File: src/rtl/imem_load_arbiter_pkg.sv
// Shared definitions for the instruction-memory load arbiter.
// State encodings are fixed so other units (debug, trace) can decode them,
// and the boot address default is shared with the PC reset value.
package imem_load_arbiter_pkg;

    typedef enum logic [1:0] {
        ST_LOAD  = 2'd0,
        ST_START = 2'd1,
        ST_RUN   = 2'd2,
        ST_DRAIN = 2'd3
    } arb_state_e;

    localparam logic [31:0] BOOT_ADDR_DEFAULT = 32'h0000_0000;

endpackage

File: src/rtl/imem_load_arbiter_load_checksum.sv
// Running mod-2^32 accumulator over loaded image words.
// Only exists when IMEM_CHECKSUM_EN is defined; otherwise no adder is built.
`ifdef IMEM_CHECKSUM_EN
module imem_load_arbiter_load_checksum (
    input  logic        clk,
    input  logic        rst,
    input  logic        clear,
    input  logic        enable,
    input  logic [31:0] data,
    output logic [31:0] sum
);

    logic [31:0] sum_q;
    logic [31:0] sum_d;

    // Clear wins over accumulate so a new load always starts from zero
    always_comb begin
        sum_d = sum_q;
        if (clear) begin
            sum_d = 32'h0;
        end else if (enable) begin
            sum_d = sum_q + data;
        end
    end

    // Accumulator register
    always_ff @(posedge clk) begin
        if (rst) begin
            sum_q <= 32'h0;
        end else begin
            sum_q <= sum_d;
        end
    end

    assign sum = sum_q;

endmodule
`endif

File: src/rtl/imem_load_arbiter.sv
// Shares the single instruction-memory port between fetch and a program loader.
// Owns the port for loading after reset, then restarts the PC and hands the
// port to fetch; a loader request while running drains the pipeline first.
// Optional feature macro: IMEM_CHECKSUM_EN (running checksum of loaded words).
module imem_load_arbiter
    import imem_load_arbiter_pkg::*;
#(
    parameter int          IMEM_DEPTH   = 1024,
    parameter logic [31:0] BOOT_ADDR    = BOOT_ADDR_DEFAULT,
    parameter int          DRAIN_CYCLES = 4
) (
    input  logic                          clk,
    input  logic                          rst,
    input  logic                          fetch_req,
    input  logic [31:0]                   fetch_addr,
    output logic [31:0]                   fetch_rdata,
    output logic                          fetch_valid,
    input  logic                          ld_valid,
    output logic                          ld_ready,
    input  logic [31:0]                   ld_addr,
    input  logic [31:0]                   ld_data,
    input  logic                          ld_last,
    output logic                          ld_err,
    output logic [$clog2(IMEM_DEPTH):0]   ld_count,
    output logic [31:0]                   ld_checksum,
    output logic                          mem_en,
    output logic                          mem_we,
    output logic [$clog2(IMEM_DEPTH)-1:0] mem_addr,
    output logic [31:0]                   mem_wdata,
    input  logic [31:0]                   mem_rdata,
    output logic                          core_hold,
    output logic                          core_flush,
    output logic                          pc_restart,
    output logic [31:0]                   pc_restart_addr
);

    localparam int AW  = $clog2(IMEM_DEPTH);
    localparam int CW  = AW + 1;
    localparam int DCW = (DRAIN_CYCLES > 1) ? $clog2(DRAIN_CYCLES) : 1;

    arb_state_e       state_q, state_d;
    logic [DCW-1:0]   drain_cnt_q, drain_cnt_d;
    logic [CW-1:0]    ld_count_q, ld_count_d;
    logic             ld_err_q, ld_err_d;
    logic             core_hold_q, core_hold_d;
    logic             core_flush_q, core_flush_d;
    logic             pc_restart_q, pc_restart_d;
    logic             fetch_valid_q, fetch_valid_d;

    logic             ld_accept;
    logic             ld_in_range;
    logic             unused_addr_bits;

    assign ld_ready    = (state_q == ST_LOAD);
    assign ld_accept   = ld_valid && ld_ready;
    assign ld_in_range = (ld_addr[31:AW+2] == '0);

    // Byte offsets and fetch address bits beyond the memory are don't-care
    assign unused_addr_bits = ^{fetch_addr[31:AW+2], fetch_addr[1:0], ld_addr[1:0]};

    // Next-state, load bookkeeping and drain counter
    always_comb begin
        state_d     = state_q;
        drain_cnt_d = drain_cnt_q;
        ld_count_d  = ld_count_q;
        ld_err_d    = ld_err_q;
        case (state_q)
            ST_LOAD: begin
                if (ld_accept) begin
                    if (ld_count_q != CW'(IMEM_DEPTH)) begin
                        ld_count_d = ld_count_q + CW'(1);
                    end
                    if (!ld_in_range) begin
                        ld_err_d = 1'b1;
                    end
                    if (ld_last) begin
                        state_d = ST_START;
                    end
                end
            end
            ST_START: begin
                state_d = ST_RUN;
            end
            ST_RUN: begin
                if (ld_valid) begin
                    state_d     = ST_DRAIN;
                    drain_cnt_d = '0;
                end
            end
            ST_DRAIN: begin
                if (drain_cnt_q == DCW'(DRAIN_CYCLES - 1)) begin
                    state_d    = ST_LOAD;
                    ld_count_d = '0;
                    ld_err_d   = 1'b0;
                end else begin
                    drain_cnt_d = drain_cnt_q + DCW'(1);
                end
            end
            default: begin
                state_d = ST_LOAD;
            end
        endcase
    end

    // Core-control outputs are precomputed from the next state so they are registered
    always_comb begin
        core_hold_d   = (state_d != ST_RUN);
        core_flush_d  = (state_d == ST_START) || (state_d == ST_DRAIN);
        pc_restart_d  = (state_d == ST_START);
        fetch_valid_d = (state_q == ST_RUN) && fetch_req;
    end

    // Memory port steering: loader writes in LOAD, fetch reads in RUN, idle otherwise
    always_comb begin
        mem_en   = 1'b0;
        mem_we   = 1'b0;
        mem_addr = '0;
        case (state_q)
            ST_LOAD: begin
                mem_addr = ld_addr[AW+1:2];
                if (ld_accept && ld_in_range) begin
                    mem_en = 1'b1;
                    mem_we = 1'b1;
                end
            end
            ST_RUN: begin
                mem_en   = fetch_req;
                mem_addr = fetch_addr[AW+1:2];
            end
            default: begin
                mem_en = 1'b0;
            end
        endcase
    end

    // State and registered outputs
    always_ff @(posedge clk) begin
        if (rst) begin
            state_q       <= ST_LOAD;
            drain_cnt_q   <= '0;
            ld_count_q    <= '0;
            ld_err_q      <= 1'b0;
            core_hold_q   <= 1'b1;
            core_flush_q  <= 1'b0;
            pc_restart_q  <= 1'b0;
            fetch_valid_q <= 1'b0;
        end else begin
            state_q       <= state_d;
            drain_cnt_q   <= drain_cnt_d;
            ld_count_q    <= ld_count_d;
            ld_err_q      <= ld_err_d;
            core_hold_q   <= core_hold_d;
            core_flush_q  <= core_flush_d;
            pc_restart_q  <= pc_restart_d;
            fetch_valid_q <= fetch_valid_d;
        end
    end

`ifdef IMEM_CHECKSUM_EN
    logic checksum_clear;
    logic checksum_en;

    assign checksum_clear = (state_q == ST_DRAIN) && (state_d == ST_LOAD);
    assign checksum_en    = ld_accept && ld_in_range;

    imem_load_arbiter_load_checksum u_load_checksum (
        .clk    (clk),
        .rst    (rst),
        .clear  (checksum_clear),
        .enable (checksum_en),
        .data   (ld_data),
        .sum    (ld_checksum)
    );
`else
    assign ld_checksum = 32'h0;
`endif

    assign fetch_rdata     = mem_rdata;
    assign fetch_valid     = fetch_valid_q;
    assign mem_wdata       = ld_data;
    assign ld_err          = ld_err_q;
    assign ld_count        = ld_count_q;
    assign core_hold       = core_hold_q;
    assign core_flush      = core_flush_q;
    assign pc_restart      = pc_restart_q;
    assign pc_restart_addr = BOOT_ADDR;

endmodule

File: config.mk
export PLATFORM = sky130hd
export DESIGN_NAME = imem_load_arbiter
export DESIGN_NICKNAME = d
export VERILOG_FILES = /design/src/rtl/imem_load_arbiter_pkg.sv /design/src/rtl/imem_load_arbiter_load_checksum.sv /design/src/rtl/imem_load_arbiter.sv
export SDC_FILE = /design/constraint.sdc
export NUM_CORES = 1
export LEC_CHECK = 0
export CAP_MARGIN = 20
export CORE_AREA = 2 2 113 115
export CTS_CLUSTER_DIAMETER = 150
export CTS_CLUSTER_SIZE = 24
export DETAILED_ROUTE_END_ITERATION = 12
export DIE_AREA = 0 0 115 117
export PLACE_DENSITY_LB_ADDON = 0.15
export SLEW_MARGIN = 0
export SYNTH_ARGS = -nofsm -noshare
export SYNTH_HDL_FRONTEND = slang
export SYNTH_HIERARCHICAL = 1
export SYNTH_SLANG_ARGS = --single-unit
File: constraint.sdc
create_clock -name clk -period 4.9 [get_ports clk]
set_input_delay 0.98 -clock clk [delete_from_list [all_inputs] [get_ports clk]]
set_output_delay 0.98 -clock clk [all_outputs]
set_load 0.01 [all_outputs]
=== Word level (Yosys, flattened, before mapping) ===
Index checks and enable logic that the tools add are counted.

* Bits in registers: 20
* Input bits: 133
* Output and inout bits: 157

* Equality and inequality tests: 14
* Reductions and logical operators: 11
* Mux-type cells: 20
* Add/subtract/negate cells: 2

{| class="wikitable"
|+ Operator list
! operator !! number
|-
| $mux W11 || 3
|-
| $pmux W11 S2 || 1
|-
| $logic_not A20 Y1 || 1
|-
| $pmux W10 S2 || 1
|-
| $mux W2 || 6
|-
| $add A11 B1 Y11 const B || 1
|-
| $ne A11 B11 Y1 const B || 1
|-
| $ne A2 B2 Y1 const B || 5
|-
| $eq A2 B2 Y1 const B || 4
|-
| $pmux W2 S4 || 1
|-
| $reduce_and A4 Y1 || 2
|-
| $mux W1 || 5
|-
| $eq A2 B1 Y1 const B || 2
|-
| $ne A2 B1 Y1 const B || 2
|-
| $pmux W1 S2 || 2
|-
| $pmux W2 S2 || 1
|-
| $reduce_bool A2 Y1 || 2
|-
| $logic_and A1 B1 Y1 || 3
|-
| $reduce_and A3 Y1 || 1
|-
| $add A2 B1 Y2 const B || 1
|-
| $logic_not A2 Y1 || 1
|-
| $logic_or A1 B1 Y1 || 1
|}

=== Longest topological paths before layout ===
* Depth after elaboration: 6
* Gate-level depth with buffers: 6
* Gate-level depth less buffers: 6

=== Worst setup path before layout ===
OpenSTA, ideal clock, no wires.

* Path kind: in2out
* Start point: input ld_addr[12]
* End point: output mem_en
* Buffers on the path: 0
* Stages: 4
* Arrival time: 1685 ps
* Data required time: 3920 ps
* Setup slack: 2235 ps
* Cells stage by stage: nor4_1 > nand4_1 > nor2_1 > a32o_1

* Longest elaborated chain between the ends: 4

{| class="wikitable"
|+ RTL lines
! what !! line !! text
|-
| start: declaration || imem_load_arbiter.sv:20 || <nowiki>input logic [31:0] ld_addr,</nowiki>
|-
| $logic_not A20 Y1 || imem_load_arbiter.sv:56 || <nowiki>assign ld_in_range = (ld_addr[31:AW+2] == '0);</nowiki>
|-
| $logic_and A1 B1 Y1 || imem_load_arbiter.sv:121 || <nowiki>if (ld_accept && ld_in_range) begin</nowiki>
|-
| $mux W1 || imem_load_arbiter.sv:121 ||
|-
| $pmux W1 S2 || imem_load_arbiter.sv:118 || <nowiki>case (state_q)</nowiki>
|-
| end: declaration || imem_load_arbiter.sv:26 || <nowiki>output logic mem_en,</nowiki>
|}

Every way passes these cells.

=== Worst setup path in the final report ===
* Start point: input ld_addr[25]
* End point: output mem_en

Same word-level chain as after synthesis.

==> results.cfg <==
[status]
status = finished, final reports clean

[synth]
synth_simple_gate_area_frac = 0.161
synthMuxAreaShare = 0.0511
synth_adder_area_share = 0.0174
syn_inst = 277
async_flop_share = 0
yosys_warnings = 6
synthXorXnorAreaFrac = 0.0203
synth_area_per_cell_sq_um = 7.78
synth_compound_area_frac = 0.0905
synth_top_area_cell = buf_4
ys_seq_area_frac = 0.186
ys_seq_elements = 20
synth_area_sq_um = 2160
synth_edf_count = 0
yosys-top-cells-area = buf_4 (45%), dfxtp_1 (19%), mux2i_1 (5.1%)
synth_top_family_by_area = buffers and inverters
synth_ff_type = dfxtp_1
synthDistinctLibCells = 40
synth_top_area_frac = 0.446

[timing]
min_period_over_period = 0.789
finalHoldViolCount = 0
final.setup.tns_ps = 0
slew_violations = 0
setup_ws_ps = 1030
rsz0062_at_grt = no
period_needed_ps = 3870
setup_viol = 0
max_freq_mhz = 259
finalClockSkew_ps = 1.94

[power_and_ir_drop]
ir_worst_vdd_mv = 0.0881
sequentialPowerShare = 0.344
netSwitchingPower_mw = 0.139
internal_power_mw = 0.364
swShare = 0.276
pwr_density_cell_nw_per_um2 = 208
p_leak_nw = 0.915
pwr-share-clk = 0.380
pwr-share-comb = 0.277
p_total_mw = 0.503

[setup_path]
cp_top_family = buffers and inverters
setup.worst_path.start = ld_addr[25]
startpoint_type = primary input
worstPathRequired_ps = 3920
crit_type = in -> out
worstPathArrival_ps = 2890
crit_buf_inv = 2
r2r_start = state_q[1]
slowest_stage = clkdlybuf4s50_1
endpoint_kind = primary output
path_max_fanout = 3
crit_chain = clkdlybuf4s50_1 -> nor4_1 -> nand4_1 -> nor2_1 -> a32o_1 -> clkdlybuf4s50_1
max_stage_delay_ps = 560
timing.critical_path.mode_cell = clkdlybuf4s50_1

[detailed_routing]
firstDrtPassIters = 4
avgRoutedWirePerCell_um = 12.4
vias = 1557
detail_route.iter0.violations = 57
drc_errors = 0
routed_via_density = 3.60
ant_nets = 0
drt-total-wl_mm = 5.36

[clocking]
hold_buffers = 0
post_cts_buffers = 0
cts_resized = 0
cts_num_sinks = 20
root_buffer = clkbuf_16
cts_buffers = 3
cts_buffer_depth = 2
htreeDepth = 1
tritoncts = built
clk-insertion-delay-late_ps = 260
path_clk_slew_ps = 60

[layout]
antennaDiodeCount = 0
nets = 420
area_growth_syn_to_layout_pct = 12.0
drive_above_1_share = 0.0318

[die]
die_area_sq_um = 13500
rows = 41
ios = 290
design.core.area_sq_um = 12300
die_h_um = 117
initial_core_util = 0.175
chipWidth_um = 115

[worst_hold_path]
hp-start = ld_err
hold_class = reg -> reg

[placed_design]
dpl_worst_slack_ps = 925
hpwlAfterDp_mm = 4.30
place_congestion = 0.665
portBuffers = 73

[global_route]
grt_start_max_net_pins = 27
grt_overflow = 0
antenna_found_initial = 0
grt_use_total = 0.0758
grt_pass1_vias = 1435
grt_pass1_wl_mm = 7.87

[run]
drv_cap = 0
==> power groups by stage <==
stage	logic, mW	registers (mW)	clock network [mW]
4_1_cts	0.141	0.173	0.198
3_3_place_gp	0.141	0.177	0
3_5_place_dp	0.140	0.177	0
6_report	0.139	0.173	0.191
2_1_floorplan	0.156	0.179	0
5_1_grt	0.155	0.174	0.204
==> worst reg2reg max path: cells and delay by family (launching register included) <==
family                 cells  cell delay, ps
DFF                        1             300
buffers and inverters      1             230
AOI/OAI and AO/OA          1             140
and+or+nand+nor            2            1110
==> per-layer routing <==
layer | up-vias | GRT usage | part of all wire
li1 | 745 | - | -
met1 | 696 | 0.0752 | 0.35
met2 | 95 | 0.134 | 0.49
met3 | 21 | 0.0319 | 0.12
met4 | 0 | 0.0434 | 0.040
met5 | - | 0 | 0
==> registers in the layout, summed over array words and instances (netlist names) <==
name / cells
core_flush: 1
core_hold: 1
drain_cnt_q: 2
fetch_valid: 1
ld_count: 11
ld_err: 1
pc_restart: 1
state_q: 2
==> synth_stat cells (2+ instances only) <==
| master | number |
|---|---|
| o21ai_0 | 4 |
| and3_1 | 2 |
| inv_1 | 5 |
| xnor2_1 | 5 |
| a211oi_1 | 3 |
| nand2b_1 | 2 |
| nor2_1 | 23 |
| nor2b_1 | 2 |
| a21oi_1 | 14 |
| nand3_1 | 5 |
| nand2_1 | 9 |
| dfxtp_1 | 20 |
| nor4_1 | 7 |
| nand3b_1 | 2 |
| clkbuf_1 | 5 |
| nand4_1 | 4 |
| ha_1 | 3 |
| buf_4 | 128 |
| mux2i_1 | 11 |
| nor4bb_1 | 2 |
| nor3b_1 | 2 |
==> path summary, 6_finish.rpt <==
check	endpoint	slack [ps]	cells past startpoint
worst max-delay path	mem_en	1030	6
worst min-delay path	ld_err	460	2
worst max register to register	ld_count[4]	3040	4
worst min register to register	ld_err	460	2
==> final cells by class <==
type,count,area [sq um]
flip-flops and latches,20,400
repair buffers,75,746
fillers,1412,9900
clock buffers,4,88.8
well taps,150,188
multi-input cells,179,973
inverters,5,18.8
==> cells by family (layout without fill, tap and decap cells) <==
kind of cell    count (synthesis)  after routing
compound gates                 30             30
fa+ha+maj                       3              3
mux                            11             11
xor+xnor                        5              5
flops                          20             20
buf+inv                       141             84
other cells                     1             64
simple gates                   66             66
==> layout by cell type (no fill, tap or decap), types with 3 or more instances in the layout <==
cell	n
clkdlybuf4s50_1	73
conb_1	64
nor2_1	23
dfxtp_1	20
a21oi_1	14
mux2i_1	11
nand2_1	9
nor4_1	7
inv_1	5
nand3_1	5
xnor2_1	5
nand4_1	4
o21ai_0	4
a211oi_1	3
ha_1	3
clkbuf_16	3
==> through the flow <==
stage / instance area (sq um) / instances / hold WS, ps / util
after floorplan: 2390 / 340 / 481 / -
after global placement: 2330 / 429 / 473 / 0.189
after detailed placement: 2330 / 429 / 454 / 0.189
after CTS: 2410 / 433 / 469 / 0.196
after global routing: 2410 / 433 / 515 / 0.196
final: 2410 / 433 / 456 / 0.196
Note: power is estimated with default switching activity, not from simulation.
